`config.mk`:
```
export PLATFORM = sky130hd
export DESIGN_NAME = vga_sync_generator
export DESIGN_NICKNAME = d
export VERILOG_FILES = /design/src/rtl/vga_sync_generator.sv
export SDC_FILE = /design/constraint.sdc
export NUM_CORES = 1
export LEC_CHECK = 0
export CORE_UTILIZATION = 55
export CTS_BUF_LIST = sky130_fd_sc_hd__clkbuf_16
export DETAILED_ROUTE_END_ITERATION = 10
export PLACE_DENSITY = 0.84
export SLEW_MARGIN = 20
export SYNTH_ARGS = -nofsm -noshare
export SYNTH_HDL_FRONTEND = slang
export SYNTH_SLANG_ARGS = --single-unit
```
`constraint.sdc`:
```
create_clock -name clk_100MHZ -period 4.6 [get_ports clk_100MHZ]
set_input_delay 0.69 -clock clk_100MHZ [delete_from_list [all_inputs] [get_ports clk_100MHZ]]
set_output_delay 0.69 -clock clk_100MHZ [all_outputs]
set_load 0.03 [all_outputs]
```
`src/rtl/vga_sync_generator.sv`:
```
// VGA sync timing generator: pixel-enable strobe from the system clock, h/v counters,
// and registered sync/blank/frame-start outputs decoded from the next counter state.
module vga_sync_generator #(
    parameter int CLK_DIV  = 4,
    parameter int H_ACTIVE = 640,
    parameter int H_FP     = 16,
    parameter int H_SYNC   = 96,
    parameter int H_BP     = 48,
    parameter int V_ACTIVE = 480,
    parameter int V_FP     = 10,
    parameter int V_SYNC   = 2,
    parameter int V_BP     = 33,
    parameter int SYNC_POL = 0
) (
    input  logic       clk_100MHZ,
    input  logic       reset,
    output logic       pix_tick,
    output logic       hsync,
    output logic       vsync,
    output logic       video_on,
    output logic [9:0] h_count,
    output logic [9:0] v_count,
    output logic       frame_start
);

    localparam int H_TOTAL = H_ACTIVE + H_FP + H_SYNC + H_BP;
    localparam int V_TOTAL = V_ACTIVE + V_FP + V_SYNC + V_BP;
    localparam int DIV_W   = (CLK_DIV > 1) ? $clog2(CLK_DIV) : 1;

    localparam logic [DIV_W-1:0] DIV_LAST = DIV_W'(CLK_DIV - 1);
    localparam logic [9:0] H_LAST   = 10'(H_TOTAL - 1);
    localparam logic [9:0] V_LAST   = 10'(V_TOTAL - 1);
    localparam logic [9:0] H_VIS    = 10'(H_ACTIVE);
    localparam logic [9:0] V_VIS    = 10'(V_ACTIVE);
    localparam logic [9:0] HS_FIRST = 10'(H_ACTIVE + H_FP);
    localparam logic [9:0] HS_LAST  = 10'(H_ACTIVE + H_FP + H_SYNC - 1);
    localparam logic [9:0] VS_FIRST = 10'(V_ACTIVE + V_FP);
    localparam logic [9:0] VS_LAST  = 10'(V_ACTIVE + V_FP + V_SYNC - 1);
    localparam logic       SYNC_ON  = (SYNC_POL != 0);

    logic [DIV_W-1:0] divider;
    logic [DIV_W-1:0] div_nxt;
    logic [9:0]       h_nxt;
    logic [9:0]       v_nxt;
    logic             wrap_frame;

    always_comb begin
        div_nxt    = (divider == DIV_LAST) ? '0 : divider + 1'b1;
        h_nxt      = h_count;
        v_nxt      = v_count;
        wrap_frame = 1'b0;
        if (pix_tick) begin
            if (h_count == H_LAST) begin
                h_nxt = '0;
                if (v_count == V_LAST) begin
                    v_nxt      = '0;
                    wrap_frame = 1'b1;
                end else begin
                    v_nxt = v_count + 10'd1;
                end
            end else begin
                h_nxt = h_count + 10'd1;
            end
        end
    end

    // Decodes use the next-state counters so they line up with h_count/v_count without skew.
    always_ff @(posedge clk_100MHZ) begin
        if (reset) begin
            divider     <= '0;
            pix_tick    <= 1'b0;
            h_count     <= '0;
            v_count     <= '0;
            video_on    <= 1'b1;
            hsync       <= ~SYNC_ON;
            vsync       <= ~SYNC_ON;
            frame_start <= 1'b0;
        end else begin
            divider     <= div_nxt;
            pix_tick    <= (div_nxt == DIV_LAST);
            h_count     <= h_nxt;
            v_count     <= v_nxt;
            video_on    <= (h_nxt < H_VIS) && (v_nxt < V_VIS);
            hsync       <= (h_nxt >= HS_FIRST && h_nxt <= HS_LAST) ? SYNC_ON : ~SYNC_ON;
            vsync       <= (v_nxt >= VS_FIRST && v_nxt <= VS_LAST) ? SYNC_ON : ~SYNC_ON;
            frame_start <= wrap_frame;
        end
    end

endmodule

```
==> Word-level counts from Yosys, hierarchy flattened <==
Cells that the tools add are included.
{ "op_classes": {"n_reduce_logical": 4, "muxes": 9, "order_cmp": 6, "eq_ne": 4, "addsub": 3, "bitwise": 2} }
{ "op_table": {"columns": ["operator", "count"], "rows": [
  ["$mux 10", 5],
  ["$add 10x1->10 const B", 2],
  ["$eq 10x10->1 const B", 2],
  ["$ge 10x10->1 const B", 1],
  ["$ge 10x9->1 const B", 1],
  ["$le 10x10->1 const B", 1],
  ["$le 10x9->1 const B", 1],
  ["$lt 10x10->1 const B", 1],
  ["$lt 10x9->1 const B", 1],
  ["$eq 2x2->1 const B", 2],
  ["$logic_and 1x1->1", 3],
  ["$mux 1", 3],
  ["$reduce_or 3->1", 1],
  ["$add 2x1->2 const B", 1],
  ["$mux 2", 1],
  ["$not 1->1", 2]
]} }
{ "totals": {"in_bits": 2, "ff_bits": 27, "output_inout_bits": 25, "word_cells": 36} }

==> Logic depth before layout (Yosys ltp) <==
{ "logic_depth": {"word_depth": 7, "ltp_mapped": 8, "ltp_nobuf": 7} }

==> Worst setup path after synthesis <==
No wires, ideal clock.
{ "synth_path": {"kind": "register -> register", "startpoint": "register h_count[0]", "endpoint": "register vsync", "path_stages_with_launch": 8, "n_path_buf": 1, "required_ns": 4.463, "t_arrival_ns": 2.388, "synth_period_minus_slack_ns": 2.524, "setup_ns": 0.137, "slack_ns": 2.076, "path_cell_list": "dfxtp_1 > ha_1 > nand3_2 > or4_1 > buf_2 > or3_1 > a222oi_1 > nand4_1"} }
{ "synth_via": {"elab_chain_len": 6, "elab_cells_between_ends": 7, "classes_between": "order compare (2); eq/ne (1); mux (3); reduce/logical (1)"} }
{ "synth_lines": {"columns": ["item", "line", "rtl"], "rows": [
  ["start: declaration", "21", "output logic [9:0] h_count,"],
  ["start signal: assignment", "81", "h_count <= h_nxt;"],
  ["$eq 10x10->1 (*)", "53", "if (h_count == H_LAST) begin"],
  ["$mux 10 (*)", "53", null],
  ["$mux 10 (*)", "52", "if (pix_tick) begin"],
  ["$ge 10x9->1 or $le 10x9->1 (tied branches)", "85", "vsync <= (v_nxt >= VS_FIRST && v_nxt <= VS_LAST) ? SYNC_ON : ~SYNC_ON;"],
  ["$logic_and 1x1->1 (*)", "85", null],
  ["$mux 1 (*)", "85", null],
  ["end signal: assignment", "76", "vsync <= ~SYNC_ON;"],
  ["end signal: assignment", "85", null],
  ["end: declaration", "19", "output logic vsync,"]
]} }
Mark *: on every way between the ends. The rest lies on a longest branch, timed or not.
A chain may end at the register's enable or synchronous reset.

==> Final worst setup path <==
Ends and elaborated chain as after synthesis.

==> flow_summary.toml <==
[cts]
clk_latency_ps = 260
post_cts_buffers = 0
cts_max_path_buffers = 2
cts.clk_slew.worst_paths_ps = 60
htree_levels = 1
cts_tree = "done"
cts_root_buffer = "clkbuf_16"
cts_buffers = 3
post_cts_resize_count = 0
cts_sinks = 27
hold_buffers = 0

[setup_path]
rr_worst_depth = 6
path_class = "flop to flop"
critPathBufInv = 0
worst_ep_arrival_time_ps = 2690
worst_setup_path_end_kind = "flop"
crit_fanout = 9
crit_path_start_kind = "flop"
slowest_delay_ps = 710
path_delay_family = "simple AND/OR/NAND/NOR gates"
worst-path-stages = 6
path_cells = "ha_1 -> nand3_2 -> or4_1 -> or3_1 -> a222oi_1 -> nand4_1"
cpMaxStageDelayCell = "or4_1"
required_ps = 4730

[floorplanning]
die_x_um = 52.6
start_util_pct = 60.8
rows = 17
die_h_um = 52.6
fp.dieArea_mm2 = 0.00277
core_mm2 = 0.00232
pin_count = 27

[power]
internal_power_mw = 0.360
pwr-share-seq_pct = 53.4
switching_power_mw = 0.0913
combinationalPowerShare_pct = 3.6
powerDensity_mw_per_mm2 = 257
netSwitchingFraction_pct = 20.2
clkPwrFrac_pct = 43.0
vdd_drop_max_uv = 204
p_leak_nw = 0.560
finalPower_mw = 0.452

[synth]
synth_edf_count = 0
yosysSeqAreaShare_pct = 38.3
yosysWarnings = 0
synth_top_cells_by_count = "27 x dfxtp_1, 15 x nor2_1, 14 x nand2_1"
syn-cell-area_mm2 = 0.00141
synth_top_cell_area_share_pct = 38.3
async_reset_ff_share_pct = 0
synth.distinct_cells = 42
syn-num-nets = 177
yosysMostFrequentCell = "dfxtp_1"
yosys.area.top_type = "dfxtp_1"
netlist_instances = 170
syn_area_per_cell_um2 = 8.29
synth-main-ff-cell = "dfxtp_1"
synthTopCellsByArea = "dfxtp_1 38%, xnor2_1 5.0%, ha_1 4.4%, nor3_1 4.3%, nor2_1 4.0%"
ys_seq_elements = 27

[route]
antenna_left = 0
viasPerCell = 6.37
drc_errors = 0
vias = 1394
drtIter0Drc = 63
routed_wl_um = 3480
wire_per_inst_um = 15.9
firstDrtPassIters = 4

[flow_run]
maxCapViolCount = 0

[timing]
hold_violations = 0
setup-violations-final = 0
layout_setup_ws_ps = 2040
skew_ps = 1.97
final.setup.tns_ps = 0
fin_crit_sh_pct = 55.7
period_minus_slack_ps = 2560
rsz0062_at_grt = "false"
report.final.slew_viol_count = 0
slew_headroom_pct = 50.3
fmax_mhz = 391
holdWs_ps = 464
tightest_slew_ps = 743

[place]
dp_hpwl_um = 2390
gp_congestion = 0.937
dp_slack_ps = 2110
portBuffers = 26

[global_route]
grt_max_degree = 22
grtUsageTotal_pct = 28.1
grt_pass1_vias = 1218
grt_pass1_wl_um = 5720
grt_antenna_before_repair = 0
grt_overflow = 0

[worst_hold_path]
hold_class = "flop to flop"
holdPathStages = 1

[final_layout]
antennaDiodeCount = 0
fin_nets = 199
drive_gt1_share_pct = 4.71
area_growth_pct = 24.5

[outcome]
status = "finished clean"
==> power by group through the flow <==
stage | clock network, mW | registers, mW | logic (mW)
detailed placement | 0 | 0.246 | 0.0164
CTS | 0.196 | 0.241 | 0.0166
global placement | 0 | 0.246 | 0.0156
finish | 0.194 | 0.241 | 0.0163
floorplan | 0 | 0.247 | 0.00966
global route | 0.207 | 0.241 | 0.0179
==> cell type report <==
type	instances	area [µm²]
Multi-Input combinational cell	127	811
Fill cell	159	563
Sequential cell	27	541
Timing Repair Buffer	27	268
Clock buffer	3	75.1
Tap cell	28	35.0
Inverter	6	22.5
Clock inverter	1	3.75
==> metal layers <==
metal  routed length (µm)  GRT usage [%]  up-vias  part of all wire, %
li1                     -              -      661                    -
met1                 1480           36.6      650                   43
met2                 1650           45.6       79                   47
met3                  317           6.67        4                  9.1
met4                   29           8.33        0                 0.83
met5                    0              0        -                    0
==> layout by cell type (no fill, tap or decap), types with 3 or more instances in the layout <==
cell type        netlist  routed
nor3_1                12      12
xnor2_1                8       8
nand2_1               14      14
nor2_1                15      15
dfxtp_1               27      27
nand3b_1               3       3
inv_1                  6       7
o21ai_0                8       8
clkbuf_16              0       3
ha_1                   5       5
clkdlybuf4s50_1        0      26
o31ai_1                3       3
nand4_1                8       8
or3_1                  3       3
nand3_1                5       5
a21oi_1                8       8
and3_1                 6       6
xor2_1                 4       4
==> cells by family after synthesis <==
group	share of synthesized area (%)
simple gates	30.2
mux	0.710
buf+inv	4.61
compound gates	14.3
fa+ha+maj	4.44
flops	38.3
xor+xnor	7.45
==> flip-flops by register name, indices dropped and copies added (netlist names) <==
register     cells
h_count         10
v_count         10
divider          2
frame_start      1
hsync            1
pix_tick         1
video_on         1
vsync            1
==> final timing paths <==
check,from,endpoint,slack [ps]
hold / removal,divider[0]$_SDFF_PP0_,divider[0]$_SDFF_PP0_,460
setup / recovery,h_count[0]$_SDFF_PP0_,vsync$_SDFF_PP1_,2040
hold reg to reg,divider[0]$_SDFF_PP0_,divider[0]$_SDFF_PP0_,460
setup reg to reg,h_count[0]$_SDFF_PP0_,vsync$_SDFF_PP1_,2040
==> through the flow <==
stage	utilization (%)	area, µm²	instances
final	75.7	1760	219
after global routing	75.7	1760	219
after CTS	75.7	1760	219
after detailed placement	72.3	1680	215
after global placement	72.3	1680	215
after floorplan	-	1410	170
No activity file was read; power rests on OpenSTA's default activity.
